File: src/rtl/sprite_match_unit_if.sv
// Bus between the sprite store and its scan / render / fetcher neighbours.
// SPRITE_MATCH_OVF_EN adds the sticky overflow flag ovf.
interface sprite_match_unit_if #(
  parameter int unsigned XW = 8
);
  logic          line_start;
  logic          wr_en;
  logic [XW-1:0] wr_x;
  logic [5:0]    wr_idx;
  logic [3:0]    wr_line;
  logic          render_en;
  logic [XW-1:0] px;
  logic          stall;
  logic          fetch_req;
  logic [5:0]    fetch_idx;
  logic [3:0]    fetch_line;
  logic          fetch_done;
  logic [3:0]    slot_count;
`ifdef SPRITE_MATCH_OVF_EN
  logic          ovf;

  modport master (
    output line_start, wr_en, wr_x, wr_idx, wr_line, render_en, px, fetch_done,
    input  stall, fetch_req, fetch_idx, fetch_line, slot_count, ovf
  );
  modport slave (
    input  line_start, wr_en, wr_x, wr_idx, wr_line, render_en, px, fetch_done,
    output stall, fetch_req, fetch_idx, fetch_line, slot_count, ovf
  );
`else
  modport master (
    output line_start, wr_en, wr_x, wr_idx, wr_line, render_en, px, fetch_done,
    input  stall, fetch_req, fetch_idx, fetch_line, slot_count
  );
  modport slave (
    input  line_start, wr_en, wr_x, wr_idx, wr_line, render_en, px, fetch_done,
    output stall, fetch_req, fetch_idx, fetch_line, slot_count
  );
`endif
endinterface

File: src/rtl/sprite_match_unit.sv
// Per-line sprite slot store: X compare against the pixel counter, stall, and fetch hand-off.
// Optional sticky overflow flag under SPRITE_MATCH_OVF_EN.
module sprite_match_unit #(
  parameter int unsigned NSLOT = 10,
  parameter int unsigned XW    = 8
) (
  input  logic clk1,
  input  logic nreset_video,
  sprite_match_unit_if.slave bus
);
  localparam int unsigned IDXW  = 6;
  localparam int unsigned LINEW = 4;
  localparam int unsigned CNTW  = 4;
  localparam int unsigned SLOTW = (NSLOT > 1) ? $clog2(NSLOT) : 1;

  typedef struct packed {
    logic             valid;
    logic [XW-1:0]    x;
    logic [IDXW-1:0]  idx;
    logic [LINEW-1:0] line;
  } slot_t;

  typedef enum logic {IDLE, BUSY} state_t;

  slot_t            slot_q [NSLOT];
  slot_t            slot_d [NSLOT];
  state_t           state_q, state_d;
  logic [CNTW-1:0]  slot_count_q, slot_count_d;
  logic [SLOTW-1:0] cur_slot_q, cur_slot_d;
  logic             fetch_req_q, fetch_req_d;
  logic [IDXW-1:0]  fetch_idx_q, fetch_idx_d;
  logic [LINEW-1:0] fetch_line_q, fetch_line_d;
`ifdef SPRITE_MATCH_OVF_EN
  logic             ovf_q, ovf_d;
`endif

  logic [NSLOT-1:0] hit;
  logic [SLOTW-1:0] win_slot;
  logic             any_hit;

  // Match every slot against the pixel counter; lowest slot number wins.
  always_comb begin
    hit = '0;
    for (int i = 0; i < NSLOT; i++) begin
      hit[i] = slot_q[i].valid && (slot_q[i].x == bus.px);
    end
  end

  always_comb begin
    win_slot = '0;
    for (int i = NSLOT - 1; i >= 0; i--) begin
      if (hit[i]) win_slot = SLOTW'(i);
    end
  end

  assign any_hit   = |hit;
  assign bus.stall = bus.render_en && any_hit;

  always_comb begin
    slot_d       = slot_q;
    state_d      = state_q;
    slot_count_d = slot_count_q;
    cur_slot_d   = cur_slot_q;
    fetch_req_d  = fetch_req_q;
    fetch_idx_d  = fetch_idx_q;
    fetch_line_d = fetch_line_q;
`ifdef SPRITE_MATCH_OVF_EN
    ovf_d        = ovf_q;
`endif

    if (bus.line_start) begin
      for (int i = 0; i < NSLOT; i++) slot_d[i].valid = 1'b0;
      slot_count_d = '0;
      state_d      = IDLE;
      fetch_req_d  = 1'b0;
`ifdef SPRITE_MATCH_OVF_EN
      ovf_d        = 1'b0;
`endif
    end else begin
      // Scan writes only land outside mode 3 and while a free slot remains.
      if (bus.wr_en && !bus.render_en) begin
        if (slot_count_q < CNTW'(NSLOT)) begin
          slot_d[SLOTW'(slot_count_q)] = '{valid: 1'b1, x: bus.wr_x,
                                           idx: bus.wr_idx, line: bus.wr_line};
          slot_count_d = slot_count_q + CNTW'(1);
        end
`ifdef SPRITE_MATCH_OVF_EN
        else begin
          ovf_d = 1'b1;
        end
`endif
      end

      unique case (state_q)
        IDLE: begin
          if (bus.render_en && any_hit) begin
            cur_slot_d   = win_slot;
            fetch_idx_d  = slot_q[win_slot].idx;
            fetch_line_d = slot_q[win_slot].line;
            fetch_req_d  = 1'b1;
            state_d      = BUSY;
          end
        end
        BUSY: begin
          if (bus.fetch_done) begin
            slot_d[cur_slot_q].valid = 1'b0;
            fetch_req_d = 1'b0;
            state_d     = IDLE;
          end else if (!bus.render_en) begin
            fetch_req_d = 1'b0;
            state_d     = IDLE;
          end
        end
        default: state_d = IDLE;
      endcase
    end
  end

  always_ff @(posedge clk1) begin
    if (!nreset_video) begin
      for (int i = 0; i < NSLOT; i++) slot_q[i] <= '0;
      state_q      <= IDLE;
      slot_count_q <= '0;
      cur_slot_q   <= '0;
      fetch_req_q  <= 1'b0;
      fetch_idx_q  <= '0;
      fetch_line_q <= '0;
`ifdef SPRITE_MATCH_OVF_EN
      ovf_q        <= 1'b0;
`endif
    end else begin
      for (int i = 0; i < NSLOT; i++) slot_q[i] <= slot_d[i];
      state_q      <= state_d;
      slot_count_q <= slot_count_d;
      cur_slot_q   <= cur_slot_d;
      fetch_req_q  <= fetch_req_d;
      fetch_idx_q  <= fetch_idx_d;
      fetch_line_q <= fetch_line_d;
`ifdef SPRITE_MATCH_OVF_EN
      ovf_q        <= ovf_d;
`endif
    end
  end

  assign bus.fetch_req  = fetch_req_q;
  assign bus.fetch_idx  = fetch_idx_q;
  assign bus.fetch_line = fetch_line_q;
  assign bus.slot_count = slot_count_q;
`ifdef SPRITE_MATCH_OVF_EN
  assign bus.ovf        = ovf_q;
`endif

endmodule

File: src/flat_wrapper.sv
// flat-port wrapper written by rule: the top's interface ports become plain ports
module sprite_match_unit_flat 
#(
  parameter int unsigned NSLOT = 10,
  parameter int unsigned XW    = 8
)
  (clk1, nreset_video, bus_line_start, bus_wr_en, bus_wr_x, bus_wr_idx, bus_wr_line, bus_render_en, bus_px, bus_fetch_done, bus_stall, bus_fetch_req, bus_fetch_idx, bus_fetch_line, bus_slot_count);
  sprite_match_unit_if #(.XW(XW)) bus_i ();
  input  logic clk1;
  input  logic nreset_video;
  input wire logic [$bits(bus_i.line_start)-1:0] bus_line_start;
  input wire logic [$bits(bus_i.wr_en)-1:0] bus_wr_en;
  input wire logic [$bits(bus_i.wr_x)-1:0] bus_wr_x;
  input wire logic [$bits(bus_i.wr_idx)-1:0] bus_wr_idx;
  input wire logic [$bits(bus_i.wr_line)-1:0] bus_wr_line;
  input wire logic [$bits(bus_i.render_en)-1:0] bus_render_en;
  input wire logic [$bits(bus_i.px)-1:0] bus_px;
  input wire logic [$bits(bus_i.fetch_done)-1:0] bus_fetch_done;
  output wire logic [$bits(bus_i.stall)-1:0] bus_stall;
  output wire logic [$bits(bus_i.fetch_req)-1:0] bus_fetch_req;
  output wire logic [$bits(bus_i.fetch_idx)-1:0] bus_fetch_idx;
  output wire logic [$bits(bus_i.fetch_line)-1:0] bus_fetch_line;
  output wire logic [$bits(bus_i.slot_count)-1:0] bus_slot_count;
  assign bus_i.line_start = bus_line_start;
  assign bus_i.wr_en = bus_wr_en;
  assign bus_i.wr_x = bus_wr_x;
  assign bus_i.wr_idx = bus_wr_idx;
  assign bus_i.wr_line = bus_wr_line;
  assign bus_i.render_en = bus_render_en;
  assign bus_i.px = bus_px;
  assign bus_i.fetch_done = bus_fetch_done;
  assign bus_stall = bus_i.stall;
  assign bus_fetch_req = bus_i.fetch_req;
  assign bus_fetch_idx = bus_i.fetch_idx;
  assign bus_fetch_line = bus_i.fetch_line;
  assign bus_slot_count = bus_i.slot_count;
  sprite_match_unit #(.NSLOT(NSLOT), .XW(XW)) u_core (.clk1(clk1), .nreset_video(nreset_video), .bus(bus_i));
endmodule
File: config.mk
export PLATFORM = sky130hd
export DESIGN_NAME = sprite_match_unit_flat
export DESIGN_NICKNAME = d
export VERILOG_FILES = /design/src/rtl/sprite_match_unit_if.sv /design/src/rtl/sprite_match_unit.sv /design/src/flat_wrapper.sv
export SDC_FILE = /design/constraint.sdc
export NUM_CORES = 1
export LEC_CHECK = 0
export ABC_AREA = 1
export BUFFER_PORTS_ARGS = -buffer_cell sky130_fd_sc_hd__buf_2
export CAP_MARGIN = 20
export CELL_PAD_IN_SITES_DETAIL_PLACEMENT = 0
export CELL_PAD_IN_SITES_GLOBAL_PLACEMENT = 1
export CORE_UTILIZATION = 25
export CTS_CLUSTER_DIAMETER = 40
export CTS_CLUSTER_SIZE = 14
export DETAILED_ROUTE_END_ITERATION = 7
export PLACE_DENSITY_LB_ADDON = 0.2
export SYNTH_ARGS = -nofsm -noshare
export SYNTH_HDL_FRONTEND = slang
export SYNTH_SLANG_ARGS = --single-unit
File: constraint.sdc
create_clock -name clk1 -period 2.4 [get_ports clk1]
set_input_delay 0.12 -clock clk1 [delete_from_list [all_inputs] [get_ports clk1]]
set_output_delay 0.12 -clock clk1 [all_outputs]
set_load 0.02 [all_outputs]
==> results_tabular.tex <==
\begin{tabular}{lr}
\hline
Metric & Value \\
\hline
\multicolumn{2}{l}{\textbf{Status}} \\
Run status & finished clean \\
\multicolumn{2}{l}{\textbf{Layout}} \\
Cell area after layout & 14100 µm² \\
Register Area & about 4200 µm² \\
Multi-input gate area in the final layout & 5060 µm² \\
Filler Cell Count & 4305 \\
Share of post-route cells with drive strength above 1 & 22.5\% \\
Final Util & 35.5\% \\
Area growth from synthesis to final layout & 39.9\% \\
NumNets Final & 1641 \\
\multicolumn{2}{l}{\textbf{Synth}} \\
Post-synth top area share & 41.6\% \\
Number of synthesized flops with an enable pin & 0 \\
Fraction of the yosys area taken by sequential cells & roughly two fifths \\
Most frequently used flop master after synthesis & dfxtp\_1 \\
Average footprint of a synthesized cell & 6.91 µm² \\
Netlist area before placement & 10100 µm² \\
Top area cells in the synthesized netlist & dfxtp\_1, o21ai\_0, a21oi\_1, inv\_1, nand3\_1 \\
Mapped Cells & 1462 \\
Post-Syn Nets & approximately 1500 \\
Post-synthesis sequential element count & 210 \\
Number of distinct standard cells referenced by the synthesized netlist & 43 \\
Number of warnings printed during yosys synthesis & 0 \\
Top cells by instance count after synthesis & dfxtp\_1, o21ai\_0, inv\_1 \\
Async set or reset register ratio after synthesis & 0\% \\
Yosys top cell by area & dfxtp\_1 \\
\multicolumn{2}{l}{\textbf{Floorplanning}} \\
Die outline height & 203 µm \\
Initial core utilization & $\sim$25\% \\
Total die area & just over 40000 µm² \\
Number of primary I/O pins & 48 \\
Width of the chip & approximately 200 µm \\
Number of rows created at floorplan & 73 \\
Core Region & about 40000 µm² \\
\multicolumn{2}{l}{\textbf{Global route}} \\
Vias in the first global route & 9760 \\
GR Overflow Total & 0 \\
Number of antenna violations at the first check in global routing & 1 \\
Wire length of the first global-routing pass & approximately 59000 µm \\
Largest net degree at the start of global routing & $\sim$120 \\
Total routing resource utilization after global routing & 18.9\% \\
\multicolumn{2}{l}{\textbf{Timing}} \\
Unrepaired setup endpoints after global routing & true \\
Final Max Tran Viols & 0 \\
Worst-case hold slack & 122 ps \\
Final count of hold timing violations & 0 \\
Setup TNS & 0 ps \\
Final setup skew & 14.3 ps \\
Count of final setup violators & 0 \\
Ratio of final minimum period to clock period & 98.3\% \\
Slew @ Worst Pin & a little over 600 ps \\
Maximum clock frequency & about 420 MHz \\
Minimum period implied by the final worst setup slack & 2360 ps \\
Relative max-transition margin & 59.0\% \\
\multicolumn{2}{l}{\textbf{Drt}} \\
Residual DRC count & 0 \\
Routed wirelength normalized by instance count & 18.1 µm \\
Final antenna-violating net count & 0 \\
Via density per instance & 4.60 \\
Wire length reported by the detailed router & between 30000 and 40000 µm \\
First-pass iteration count of the detailed router & 5 \\
Number of violations reported at the end of detailed-routing iteration 0 & approximately 600 \\
Overall via count from detail\_route & 9958 \\
\multicolumn{2}{l}{\textbf{Worst setup path}} \\
Category of the most critical setup path & reg -> out \\
Data required, critical path & 2280 ps \\
CP endpoint kind & output pin \\
Arrival time worst endpoint & approximately 2200 ps \\
Type of origin of the critical path & register \\
Highest net fanout along the worst path & 2 \\
Critical R2R Capture & u\_core.bus.fetch\_line[2] \\
Worst reg-to-reg path cell count & 16 \\
R2r setup slk & 50 ps \\
\multicolumn{2}{l}{\textbf{Place}} \\
Detailed placement HPWL & 26000 µm \\
Post-Place Cell Area & 11600 µm² \\
Count of input and output buffers & 47 \\
Global placement routability congestion & 0.841 \\
\multicolumn{2}{l}{\textbf{CTS}} \\
TritonCTS clock tree & built \\
Total CTS buffers & 45 \\
CTS sink count & 210 \\
Insertion delay to the later sink of the worst-skew pair & 550 ps \\
H-Tree Depth & 2 \\
CTS clock-pin slew for the worst setup and hold paths & around 40 ps \\
Clock Root Buffer & clkbuf\_16 \\
Bufs on Longest Clock Path & 3 \\
\multicolumn{2}{l}{\textbf{Power and ir drop}} \\
Static Leak & 5.86 nW \\
Overall power consumption & 10.7 mW \\
Pwr dens & 759 nW/µm² \\
Worst supply voltage drop on vdd & 0.440 mV \\
\multicolumn{2}{l}{\textbf{Min path}} \\
Hold path cells & 5 \\
Worst hold start & bus\_wr\_en \\
Worst Hold Class & in -> reg \\
Hold Crit Endpoint & u\_core.bus.slot\_count[1] \\
\multicolumn{2}{l}{\textbf{Job}} \\
Max-capacitance violation count & 0 \\
\hline
\end{tabular}
[metal layers]
| layer | GRT usage (%) | share of wire [%] | up-vias | wire length (µm) |
|---|---|---|---|---|
| met1 | 23.9 | 46 | 4629 | 18100 |
| li1 | - | - | 5075 | - |
| met2 | 32.1 | 47 | 187 | 18500 |
| met5 | 0 | 0 | - | 0 |
| met4 | 6.28 | 2.7 | 0 | 1070 |
| met3 | 3.71 | 3.8 | 67 | 1490 |
[worst max-delay path, cell delays in order, from the launching register on]
cell and delay [ps]:
dfxtp_2 330, inv_2 30, nand2_1 50, o211ai_1 110, nor3_1 190, buf_4 160, nand4_1 190, nand2_2 190
nor2_4 50, nand3_4 100, nand2_4 60, inv_2 60, buf_6 90, buf_6 100
[logic make-up (layout without fill, tap and decap cells)]
kind of cell / after synthesis / count (layout) / synth area share (%)
and+or+nand+nor: 519 / 520 / 22.9
xor gates and xnor gates: 27 / 27 / 2.34
DFF: 210 / 210 / 41.6
adders and majority gates: 4 / 4 / 0.495
buffers and inverters: 299 / 477 / 12.0
other: 0 / 1 / 0
AOI/OAI and AO/OA: 403 / 403 / 20.7
[placed cells by master, fill, tap and decap left out, drive strengths merged]
| cell type | netlist | layout |
|---|---|---|
| a2111oi | 1 | 1 |
| a21oi | 165 | 165 |
| a22oi | 1 | 1 |
| a31oi | 6 | 6 |
| a32oi | 1 | 1 |
| and2 | 1 | 1 |
| and3 | 1 | 1 |
| buf | 40 | 168 |
| bufinv | 0 | 7 |
| clkbuf | 63 | 72 |
| clkinv | 1 | 7 |
| clkinvlp | 0 | 4 |
| dfxtp | 210 | 210 |
| diode | 0 | 1 |
| dlygate4sd3 | 0 | 23 |
| ha | 4 | 4 |
| inv | 195 | 196 |
| nand2 | 175 | 176 |
| nand3 | 139 | 139 |
| nand4 | 8 | 8 |
| nor2 | 157 | 157 |
| nor3 | 12 | 12 |
| nor3b | 4 | 4 |
| nor4 | 15 | 15 |
| o2111ai | 1 | 1 |
| o211ai | 2 | 2 |
| o21ai | 221 | 221 |
| o221a | 1 | 1 |
| o22ai | 4 | 4 |
| or2 | 7 | 7 |
| xnor2 | 10 | 10 |
| xor2 | 17 | 17 |
[metrics by stage]
stage / setup WS [ps] / instances
final: 40.3 / 2167
after global routing: -87.2 / 2166
after CTS: -18.9 / 2153
after detailed placement: -289 / 2044
after global placement: -303 / 2044
after floorplan: 327 / 1462
[how the worst max path moves through the flow]
stage	from	end	cells past startpoint	slack [ps]
2_1_floorplan	u_core.bus.slot_count[1]	register	9	330
3_3_place_gp	register	u_core.bus.fetch_idx[1]	15	-300
3_5_place_dp	register	u_core.bus.fetch_idx[1]	15	-290
4_1_cts	register	bus_stall	13	-20
5_1_grt	register	bus_stall	12	-90
6_report	register	bus_stall	13	40
[cell type report]
class / instances / area share, %
multi-input cells: 954 / 35.8
flip-flops and latches: 210 / 29.9
repair buffers: 198 / 12.9
clock buffers: 65 / 9.51
inverters: 196 / 5.24
well taps: 525 / 4.65
clock inverters: 18 / 2.03
diodes: 1 / 0.0177
[power breakdown]
part           internal (mW)  switching (mW)
clock network           4.61            2.04
registers               3.52          0.0116
logic                  0.194           0.347
total                   8.32            2.40
[what timing repair did]
item,in CTS,in global routing
setup endpoints to repair,16,21
gates resized for setup,33,75
pin swaps,13,34
setup buffers,6,4
hold endpoints to repair,144,0
cloned,0,9
hold buffers,23,0
Note: power is estimated with default switching activity, not from simulation.
